`src/rtl/ring_monitor.sv`:
```
// rtl/ring_monitor.sv - one-hot ring counter supervisor with rotation check and resync
// Verifies rotation, counts revolutions/errors, reloads the ring after repeated bad samples.
module ring_monitor #(
  parameter int WIDTH     = 4,
  parameter int REV_W     = 16,
  parameter int ERR_LIMIT = 3
) (
  input  logic             in_clk,
  input  logic             in_rst_n,
  input  logic             in_en,
  input  logic [WIDTH-1:0] in_q,
  input  logic             in_err_ack,
  output logic             o_clr,
  output logic             o_prst,
  output logic             o_locked,
  output logic             o_err,
  output logic             o_err_sticky,
  output logic [REV_W-1:0] o_rev_cnt,
  output logic [7:0]       o_err_cnt
);

  localparam int BAD_W = (ERR_LIMIT < 2) ? 1 : $clog2(ERR_LIMIT + 1);
  localparam logic [WIDTH-1:0] RING_TOP = {1'b1, {(WIDTH-1){1'b0}}};
  localparam logic [WIDTH-1:0] RING_BOT = {{(WIDTH-1){1'b0}}, 1'b1};

  typedef enum logic [2:0] {SEEK, LOCK, FAULT, RESYNC, SETTLE} state_t;

  state_t           state, state_n;
  logic [WIDTH-1:0] prev, prev_n, exp_q;
  logic [BAD_W-1:0] bad, bad_n, bad_inc;
  logic             one_hot, err_hit, rev_hit;
  logic             err_q, sticky_q;
  logic [REV_W-1:0] rev_q;
  logic [7:0]       err_cnt_q;

  assign exp_q   = {prev[0], prev[WIDTH-1:1]};
  assign one_hot = $onehot(in_q);
  assign bad_inc = bad + BAD_W'(1);

  always_comb begin
    state_n = state;
    prev_n  = prev;
    bad_n   = bad;
    err_hit = 1'b0;
    rev_hit = 1'b0;
    case (state)
      SEEK, FAULT: begin
        if (in_en) begin
          if (one_hot) begin
            prev_n  = in_q;
            bad_n   = '0;
            state_n = LOCK;
          end else begin
            bad_n = bad_inc;
            if (bad_inc >= BAD_W'(ERR_LIMIT)) state_n = RESYNC;
          end
        end
      end
      LOCK: begin
        if (in_en) begin
          if (in_q == exp_q) begin
            prev_n  = in_q;
            rev_hit = (prev == RING_BOT) && (in_q == RING_TOP);
          end else begin
            err_hit = 1'b1;
            bad_n   = BAD_W'(1);
            state_n = (ERR_LIMIT == 1) ? RESYNC : FAULT;
          end
        end
      end
      RESYNC:  state_n = SETTLE;
      SETTLE: begin
        bad_n   = '0;
        state_n = SEEK;
      end
      default: state_n = SEEK;
    endcase
  end

  always_ff @(posedge in_clk) begin
    if (!in_rst_n) begin
      state     <= SEEK;
      prev      <= '0;
      bad       <= '0;
      err_q     <= 1'b0;
      sticky_q  <= 1'b0;
      rev_q     <= '0;
      err_cnt_q <= '0;
    end else begin
      state <= state_n;
      prev  <= prev_n;
      bad   <= bad_n;
      err_q <= err_hit;
      // A new error outranks a simultaneous acknowledge.
      if (err_hit) begin
        sticky_q <= 1'b1;
        if (err_cnt_q != 8'hFF) err_cnt_q <= err_cnt_q + 8'd1;
      end else if (in_err_ack) begin
        sticky_q <= 1'b0;
      end
      if (rev_hit) rev_q <= rev_q + REV_W'(1);
    end
  end

  assign o_clr        = (state == RESYNC);
  assign o_prst       = (state == RESYNC);
  assign o_locked     = (state == LOCK);
  assign o_err        = err_q;
  assign o_err_sticky = sticky_q;
  assign o_rev_cnt    = rev_q;
  assign o_err_cnt    = err_cnt_q;

endmodule

```
`config.mk`:
```
export PLATFORM = sky130hd
export DESIGN_NAME = ring_monitor
export DESIGN_NICKNAME = d
export VERILOG_FILES = /design/src/rtl/ring_monitor.sv
export SDC_FILE = /design/constraint.sdc
export NUM_CORES = 1
export LEC_CHECK = 0
export ABC_AREA = 1
export CAP_MARGIN = 20
export CORE_ASPECT_RATIO = 1.75
export CORE_MARGIN = 2
export CORE_UTILIZATION = 55
export CTS_BUF_LIST = sky130_fd_sc_hd__clkbuf_4
export CTS_CLUSTER_DIAMETER = 150
export CTS_CLUSTER_SIZE = 12
export DETAILED_ROUTE_END_ITERATION = 7
export PLACE_DENSITY = 0.83
export SETUP_SLACK_MARGIN = 0.5
export SYNTH_ARGS = -nofsm -noshare
export SYNTH_HDL_FRONTEND = slang
export SYNTH_SLANG_ARGS = --single-unit
```
`constraint.sdc`:
```
create_clock -name in_clk -period 3.8 [get_ports in_clk]
set_clock_uncertainty 0.2 [all_clocks]
set_input_delay 0.95 -clock in_clk [delete_from_list [all_inputs] [get_ports in_clk]]
set_output_delay 0.95 -clock in_clk [all_outputs]
set_load 0.01 [all_outputs]
```
==> reports/qor.txt <==
Finished Layout Cells: 423
Max Slew Vio Count: 0
Clock Latency Late Sink: 0.34 ns
Worst Setup Start Kind: input pin
largest family of logic cells by synthesized area: simple AND/OR/NAND/NOR gates
Root Buffer: clkbuf_4
syn nets: 349
antenna violations before repair: 0
CTS Sinks: 35
CTS tree: built
first-pass GRT wire length: 8.43 mm
Initial Utilization: 58.1%
First DRT Iteration DRCs: 45
most frequent cell after synthesis: nand2_1
register bit total from synthesis: 35
Synth Warn #: 0
DRC Markers: 0
Die Ht: 86.3 µm
Post-Synthesis Cells: 334
WL/cell: 11.7 µm
mux share of post-synthesis cell area: 0%
number of global-route vias before repair: 2040
actual slew at the worst max-slew pin: 0.702 ns
I/O pins: 37
ys async rst share: 0%
syn_area_per_cell: 6.37 µm²
complex-gate fraction of the synthesized area: 6.94%
adder and majority cell fraction of the synthesized area: 4.47%
FMAX: 340 MHz
CP Data Required Time: 3.85 ns
Post-Route WL: 4.94 mm
arrival time at the worst endpoint: 2.99 ns
final hold slack: 0.278 ns
P per Cell Area: 392 nW/µm²
Synth Area in Simple Gates: 41.2%
die area: 4400 µm²
Antenna Nets Post-Route: 0
vias per cell: 5.13
CTS Buf Count: 5
final setup fails: 0
Max transition margin: 53.2%
Unique masters post-synth: 27
period utilization: 77.4%
Synth Area in XOR/XNOR: 5.35%
Die X: 51.0 µm
Pre-Repair DR Iteration Count: 5
status: finished clean
share of the synthesized area in the top cell type: 32.9%
largest net degree at the start of global routing: 23
Critical Path End Type: flip-flop
Post-DP HPWL: 3.74 mm
gr ovfl total: 0
Yosys top cell by area: dfxtp_1
Hold Path Class: reg -> reg
final net count: 391
setup TNS: 0 ns
Setup Fix Bufs, Post-CTS: 0
area delta synth->final: 24.0%
RSZ-0062 raised after global routing: no
CP Class: in -> reg
placer congestion estimate: 0.833
# rows: 29
htree depth: 2
multi-input logic area: 1250 µm²
leakage: 1.12 nW
FF+latch area: 701 µm²
number of diodes: 0
sequential share of the synthesized area: 32.9%
Core ar.: 3660 µm²
synth top area cells: dfxtp_1 (33%), nand2_1 (17%), nor2_1 (8.5%)
ys flop type: dfxtp_1
Hold Fails Final Rpt: 0
Total GRT Usage: 24.6%
clk slew on worst S/H paths: 0.11 ns
I/O Buffers: 36
placed cell count: 415
EDFF count, synth: 0
Max VDD drop: 315 µV
vias: 2171
Fillers: 325
layout cells sized above 1: 8.75%
CTS Hold Bufs: 0
clock buffer depth: 2
min cycle time layout: 2.94 ns
MaxCap Viol Count: 0
post-synthesis cell area: 2130 µm²
Commonest cells post-synth: nand2_1 (99), nor2_1 (48), inv_1 (38)
CP max FO: 5
[cell families after synthesis]
logic type | Yosys count
flops | 35
fa+ha+maj | 7
xor+xnor | 13
simple gates | 200
buf+inv | 50
compound gates | 29
[power by group]
part           switching (mW)  internal (mW)  total (mW)  leakage (nW)
registers              0.0385          0.406       0.445         0.283
logic                   0.239          0.144       0.383         0.800
clock network           0.121         0.0864       0.208        0.0361
[per-stage QoR]
| step | worst slack, ns | cell area (µm²) | power, mW | utilization [%] |
|---|---|---|---|---|
| floorplan | 0.787 | 2130 | 0.711 | - |
| global placement | 0.139 | 2550 | 0.810 | 69.7 |
| detailed placement | 0.0847 | 2550 | 0.819 | 69.7 |
| CTS | 0.518 | 2620 | 1.04 | 71.5 |
| global route | 0.757 | 2640 | 1.12 | 72.0 |
| finish | 0.860 | 2640 | 1.04 | 72.0 |
[layout make-up]
cell class | count | area share (%)
Multi-Input combinational cell | 249 | 47.4
Sequential cell | 35 | 26.5
Timing Repair Buffer | 41 | 15.4
Inverter | 44 | 6.35
Tap cell | 46 | 2.18
Clock buffer | 7 | 1.99
Clock inverter | 1 | 0.190
[registers in the layout (all words and copies together) (netlist names)]
register	cells
o_err	1
prev	4
o_rev_cnt	16
o_err_sticky	1
o_err_cnt	8
bad	2
state	3
[per-layer routing]
metal	GRT usage (%)	wire (µm)	vias up
li1	-	-	1142
met1	26.7	2010	975
met2	45.7	2640	45
met3	4.31	188	9
met4	9.34	98	0
met5	0	0	-
[critical path, stage by stage]
cell and delay (ns):
dlymetal6s2s_1 0.12, inv_2 0.08, fa_1 0.53, inv_1 0.04, ha_1 0.17, ha_1 0.26
nand3b_1 0.19, nand2_1 0.11, nand2_1 0.07, a21oi_2 0.12, nand2_2 0.13, o21ai_1 0.16
nor2_1 0.06
[final timing paths]
path | from | endpoint | slack, ns | depth (start not counted)
setup / recovery | in_q[0] | prev[0]$_SDFFE_PN0P_ | 0.86 | 13
hold reg to reg | o_err_sticky$_SDFFE_PN0P_ | o_err_sticky$_SDFFE_PN0P_ | 0.28 | 2
hold / removal | o_err_sticky$_SDFFE_PN0P_ | o_err_sticky$_SDFFE_PN0P_ | 0.28 | 2
setup reg to reg | state[2]$_SDFFE_PN0P_ | bad[0]$_SDFFE_PN0P_ | 1.88 | 6
[timing repair]
| item | 4_1_cts | 5_1_grt |
|---|---|---|
| resized for setup | 8 | 8 |
| pin swaps | 1 | 1 |
| cloned | 0 | 0 |
| endpoints found under the setup margin | 4 | 6 |
[placed cells by master (no fill, tap or decap)]
| master | count |
|---|---|
| a21oi_1 | 20 |
| o21ai_1 | 2 |
| nand3_2 | 1 |
| buf_4 | 5 |
| nor3_4 | 1 |
| or2_2 | 1 |
| nand3_1 | 26 |
| inv_1 | 36 |
| nor3_1 | 2 |
| clkbuf_4 | 7 |
| xor2_1 | 10 |
| clkinv_2 | 1 |
| o31ai_1 | 1 |
| dlymetal6s2s_1 | 3 |
| inv_2 | 7 |
| inv_4 | 1 |
| o21ai_2 | 2 |
| nand4_1 | 14 |
| nand4_2 | 1 |
| clkdlybuf4s50_1 | 33 |
| dfxtp_1 | 35 |
| nand2_1 | 98 |
| ha_1 | 6 |
| nor4_1 | 1 |
| a21oi_2 | 1 |
| fa_1 | 1 |
| xnor2_1 | 3 |
| nor2_1 | 48 |
| nor2_4 | 2 |
| o21ai_0 | 3 |
| nand3b_1 | 2 |
| nand2_2 | 3 |
No activity file was read; power rests on OpenSTA's default activity.
